<file path="src/rtl/csa_sub_43bit_seq.sv">
// Multicycle unsigned subtractor: A - B computed as A + ~B + 1, one carry-select
// slice per clock. The top slice is narrower when WIDTH is not a multiple of SLICE.
// Valid/ready on both sides; o_ready is decoded only from registered state.

module csa_sub_43bit_seq #(
    parameter int unsigned WIDTH = 43,
    parameter int unsigned SLICE = 4
) (
    input  logic             i_clk,
    input  logic             i_rst_n,
    input  logic             i_valid,
    output logic             o_ready,
    input  logic [WIDTH-1:0] i_minuend,
    input  logic [WIDTH-1:0] i_subtrahend,
    output logic             o_valid,
    input  logic             i_ready,
    output logic [WIDTH-1:0] o_diff,
    output logic             o_borrow
);

    // Derived geometry; not meant to be overridden.
    localparam int unsigned NSLICE = (WIDTH + SLICE - 1) / SLICE;
    localparam int unsigned LAST_W = WIDTH - (NSLICE - 1) * SLICE;
    localparam int unsigned IDX_W  = (NSLICE > 1) ? $clog2(NSLICE) : 1;

    localparam logic [IDX_W-1:0] LAST_IDX  = IDX_W'(NSLICE - 1);
    localparam logic [SLICE-1:0] FULL_MASK = {SLICE{1'b1}};
    localparam logic [SLICE-1:0] LAST_MASK = FULL_MASK >> (SLICE - LAST_W);

    // Reject illegal geometry at elaboration.
    if (SLICE < 2 || SLICE > 8) begin : gen_bad_slice
        $error("SLICE must be in 2..8");
    end
    if (WIDTH < SLICE + 1) begin : gen_bad_width
        $error("WIDTH must be at least SLICE+1");
    end

    typedef enum logic [1:0] {
        IDLE = 2'd0,
        RUN  = 2'd1,
        DONE = 2'd2
    } state_t;

    state_t           state_q, state_d;
    logic [IDX_W-1:0] idx_q, idx_d;
    logic             carry_q, carry_d;
    logic [WIDTH-1:0] a_q, a_d;
    logic [WIDTH-1:0] nb_q, nb_d;          // holds ~B
    logic [WIDTH-1:0] diff_q, diff_d;
    logic             borrow_q, borrow_d;
    logic             valid_q, valid_d;

    // Slice datapath signals
    logic             is_last;
    int unsigned      shamt;
    logic [SLICE-1:0] slice_mask;
    logic [WIDTH-1:0] a_win, nb_win;
    logic [SLICE-1:0] a_s, nb_s;
    logic [SLICE:0]   sum0, sum1, sel;
    logic             cout;
    logic [WIDTH-1:0] put_mask, put_bits;

    // Current slice: both carry-in candidates in parallel, picked by the stored carry.
    always_comb begin
        is_last    = (idx_q == LAST_IDX);
        shamt      = 32'(idx_q) * SLICE;
        slice_mask = is_last ? LAST_MASK : FULL_MASK;

        a_win  = a_q >> shamt;
        nb_win = nb_q >> shamt;
        a_s    = a_win[SLICE-1:0] & slice_mask;
        nb_s   = nb_win[SLICE-1:0] & slice_mask;

        sum0 = {1'b0, a_s} + {1'b0, nb_s};
        sum1 = {1'b0, a_s} + {1'b0, nb_s} + (SLICE + 1)'(1);
        sel  = carry_q ? sum1 : sum0;

        // Narrow top slice: its carry-out sits just above its LAST_W bits.
        cout = is_last ? sel[LAST_W] : sel[SLICE];

        put_mask = WIDTH'(slice_mask) << shamt;
        put_bits = WIDTH'(sel[SLICE-1:0] & slice_mask) << shamt;
    end

    // Next-state and register updates for the IDLE/RUN/DONE sequencer.
    always_comb begin
        state_d  = state_q;
        idx_d    = idx_q;
        carry_d  = carry_q;
        a_d      = a_q;
        nb_d     = nb_q;
        diff_d   = diff_q;
        borrow_d = borrow_q;
        valid_d  = valid_q;

        unique case (state_q)
            IDLE: begin
                if (i_valid) begin
                    a_d     = i_minuend;
                    nb_d    = ~i_subtrahend;
                    carry_d = 1'b1;
                    idx_d   = '0;
                    state_d = RUN;
                end
            end
            RUN: begin
                diff_d  = (diff_q & ~put_mask) | put_bits;
                carry_d = cout;
                if (is_last) begin
                    borrow_d = ~cout;
                    valid_d  = 1'b1;
                    idx_d    = '0;
                    state_d  = DONE;
                end else begin
                    idx_d = idx_q + IDX_W'(1);
                end
            end
            DONE: begin
                if (i_ready) begin
                    valid_d = 1'b0;
                    state_d = IDLE;
                end
            end
            default: begin
                state_d = IDLE;
                valid_d = 1'b0;
            end
        endcase
    end

    // State registers; reset aborts any operation in flight.
    always_ff @(posedge i_clk or negedge i_rst_n) begin
        if (!i_rst_n) begin
            state_q  <= IDLE;
            idx_q    <= '0;
            carry_q  <= 1'b1;
            a_q      <= '0;
            nb_q     <= '0;
            diff_q   <= '0;
            borrow_q <= 1'b0;
            valid_q  <= 1'b0;
        end else begin
            state_q  <= state_d;
            idx_q    <= idx_d;
            carry_q  <= carry_d;
            a_q      <= a_d;
            nb_q     <= nb_d;
            diff_q   <= diff_d;
            borrow_q <= borrow_d;
            valid_q  <= valid_d;
        end
    end

    assign o_ready  = (state_q == IDLE);
    assign o_valid  = valid_q;
    assign o_diff   = diff_q;
    assign o_borrow = borrow_q;

endmodule

</file>
<file path="config.mk">
export PLATFORM = sky130hd
export DESIGN_NAME = csa_sub_43bit_seq
export DESIGN_NICKNAME = d
export VERILOG_FILES = /design/src/rtl/csa_sub_43bit_seq.sv
export SDC_FILE = /design/constraint.sdc
export NUM_CORES = 1
export LEC_CHECK = 0
export CELL_PAD_IN_SITES_DETAIL_PLACEMENT = 1
export CELL_PAD_IN_SITES_GLOBAL_PLACEMENT = 1
export CORE_AREA = 2 2 148 121
export DETAILED_ROUTE_END_ITERATION = 8
export DIE_AREA = 0 0 150 123
export PLACE_DENSITY = 0.86
export SETUP_SLACK_MARGIN = 0.15
export SLEW_MARGIN = 20
export SYNTH_ARGS = -nofsm -noshare
export SYNTH_HDL_FRONTEND = slang
export SYNTH_SLANG_ARGS = --single-unit
</file>
<file path="constraint.sdc">
create_clock -name i_clk -period 3.19 [get_ports i_clk]
set_input_delay 0.638 -clock i_clk [delete_from_list [all_inputs] [get_ports i_clk]]
set_output_delay 0.638 -clock i_clk [all_outputs]
set_load 0.005 [all_outputs]
</file>
==> flow_summary.yaml, run 1 <==
sta:
  skew_ps: 9.64
  setup_viol: 23
  relSlewSlack: 0.519
  fin_crit_ps: 3360
  worst_pin_slew_ps: 721
  period_share: 1.05
  fmax_mhz: 298
  worst_slack_ps: -165
  hold_viol_final: 0
  rsz0062_at_grt: "yes"
  drv_slew: 0
  finalSetupTns_ps: -2030
die:
  die_y_um: 123
  die_w_um: 150
  core_um2: 17000
  num_io_pins: 136
  rows: 43
  start_util: 0.364
  fp.dieArea_um2: 18500
synthesis:
  yosys_warnings: 0
  ys_types: 44
  yosysSeqAreaShare: 0.559
  ys_ff_latch: 138
  synthFlopType: "dfrtp_1"
  synth_edf_count: 0
  syn_inst: 481
  synth_area_um2: 6180
  syn-num-nets: 579
  syn_area_per_cell_um2: 12.9
  synth-async-reset-ratio: 1.00
clock_tree:
  clkSinkCount: 138
  cts_buffer_depth: 2
  clk_latency_ps: 420
  hold_buffers: 0
  clockRootBuffer: "clkbuf_16"
  clk_pin_slew_ps: 60
  cts-buffers-inserted: 17
  htree_num_levels: 4
  cts_tree: "done"
critical_path:
  r2r_start: "idx_q[0]"
  critPathKind: "register to register"
  crit_path_end_kind: "register"
  crit_top_cell: "ha_2"
  crit_family: "adder cells"
  crit_required_ps: 3550
  startpoint_type: "register"
  worst-path-max-fanout: 5
  crit_start: "idx_q[0]"
  critical_path.cell_chain: "buf_6 -> mux4_2 -> mux2i_2 -> o22ai_1 -> ha_2 -> fa_2 -> ha_2 -> nand3b_1 -> or2_2 -> o211ai_1 -> o221a_2"
  critPathBufInv: 1
  critPathArrivalTime_ps: 3720
  cp_slowest_cell: "fa_2"
  slowest_delay_ps: 560
placement:
  io_buffer_count: 135
  gp_congestion: 0.782
  dp_slack_ps: -225
  place.detailed.hpwl_mm: 12.9
finish:
  final_common_cell: "dfrtp_1"
  finalNetCount: 739
  drive_gt1_frac: 0.291
  n_antenna_cell: 0
  final_util: 0.513
  area_growth_pct: 41.2
  layout_common_cells: "dfrtp_1, clkdlybuf4s50_1, mux2_2"
routing:
  vias: 4582
  maxUsedRoutingLayer: "met4"
  drtPass1Iterations: 4
  routed_via_density: 5.22
  wire_per_inst_um: 21.6
  wl_met2_mm: 9.65
  drt_iter0_markers: 273
  met1Wirelength_mm: 8.10
  final_antenna_net_count: 0
  route.met3.wl_um: 946
  drcViolationCount: 0
  totalWireLength_mm: 19.0
power_and_ir_drop:
  irDropWorstVdd_uv: 952
  cellLeakagePower_uw: 0.00365
  power.density_nw_per_um2: 1450
run_status:
  outcome: "complete, but fails checks"
  failed_checks: "negative setup slack"
global_routing:
  grt_pass1_vias: 5141
  grt_max_degree: 66
  overflow: 0
  grt_use_total: 0.208
  antenna_found_initial: 0
  grt_first_pass_wirelength_mm: 28.7
job:
  cap_violations: 0
hold_path:
  hp-class: "input port to async pin"
==> synth_stat cells, drive strengths merged (2+ instances only) <==
cell,count,share of area
o2bb2ai,6,0.0085
clkbuf,8,0.0049
mux4,16,0.058
a21o,4,0.0049
nand2,18,0.011
a21oi,46,0.037
nand2b,6,0.0061
dfrtp,137,0.55
inv,11,0.0067
mux2i,16,0.026
a22o,7,0.0099
nor2b,3,0.0030
a221oi,2,0.0028
nor2,50,0.031
ha,7,0.014
and2,4,0.0040
o22ai,8,0.0081
xor2,2,0.0028
mux2,82,0.15
buf,23,0.019
o21ai,7,0.0057
==> flip-flops by register name (all words and copies together) (netlist names) <==
register	flops
a_q	43
carry_q	1
idx_q	4
nb_q	43
o_borrow	1
o_diff	43
o_valid	1
state_q	2
==> stage by stage <==
step	total power (uW)	hold slack, ps	std cells	instance area, um2
detailed placement	9320	491	840	7940
global placement	8960	461	840	7940
floorplan	7220	342	481	6220
CTS	11900	225	876	8630
finish	12600	201	878	8730
global route	13300	245	878	8730
==> power breakdown <==
group | switching (uW) | internal [uW] | total (uW)
clock | 753 | 1350 | 2100
sequential | 632 | 2650 | 3290
combinational | 3710 | 3530 | 7240
==> logic make-up after synthesis <==
logic type               count (synthesis)  synth area share
XOR/XNOR                                 4           0.00911
adder cells (fa/ha/maj)                  8            0.0174
multiplexers                           114             0.234
AO/OA/AOI/OAI                           88            0.0882
flip-flops                             138             0.559
AND/OR/NAND/NOR                         87            0.0615
buffers and inverters                   42            0.0308
==> what timing repair did <==
action,4_1_cts,5_1_grt
hold endpoints to repair,0,0
pin swaps,2,0
setup buffers,5,1
resized for setup,9,22
endpoints found under the setup margin,44,34
gates cloned,0,1
==> metal layers <==
layer,up-vias,global-route usage
li1,2036,-
met1,2392,0.266
met2,132,0.356
met3,22,0.0476
met4,0,0.0572
met5,-,0
==> final cells by class <==
type / count / area, um2
Multi-Input combinational cell: 301 / 2640
Clock inverter: 11 / 169
Sequential cell: 138 / 3460
Tap cell: 225 / 282
Timing Repair Buffer: 172 / 1690
Inverter: 11 / 41.3
Clock buffer: 20 / 457
Fill cell: 1726 / 8270
==> worst paths after layout <==
kind / end / slack (ps) / depth (start not counted)
min reg2reg: o_borrow / 500 / 2
min: a_q[1] / 200 / 1
max in group asynchronous: carry_q / 2200 / 2
min in group i_clk: o_borrow / 500 / 2
max reg2reg: carry_q / -170 / 11
max: carry_q / -170 / 11
(Power assumes the default switching activity.)
==> run 2: changes to the inputs <==
Settings changed: CAP_MARGIN set to 20, CTS_CLUSTER_SIZE set to 20.
==> results of run 2 <==
Same layout as run 1: the final DEF is identical, and so are final timing and power.
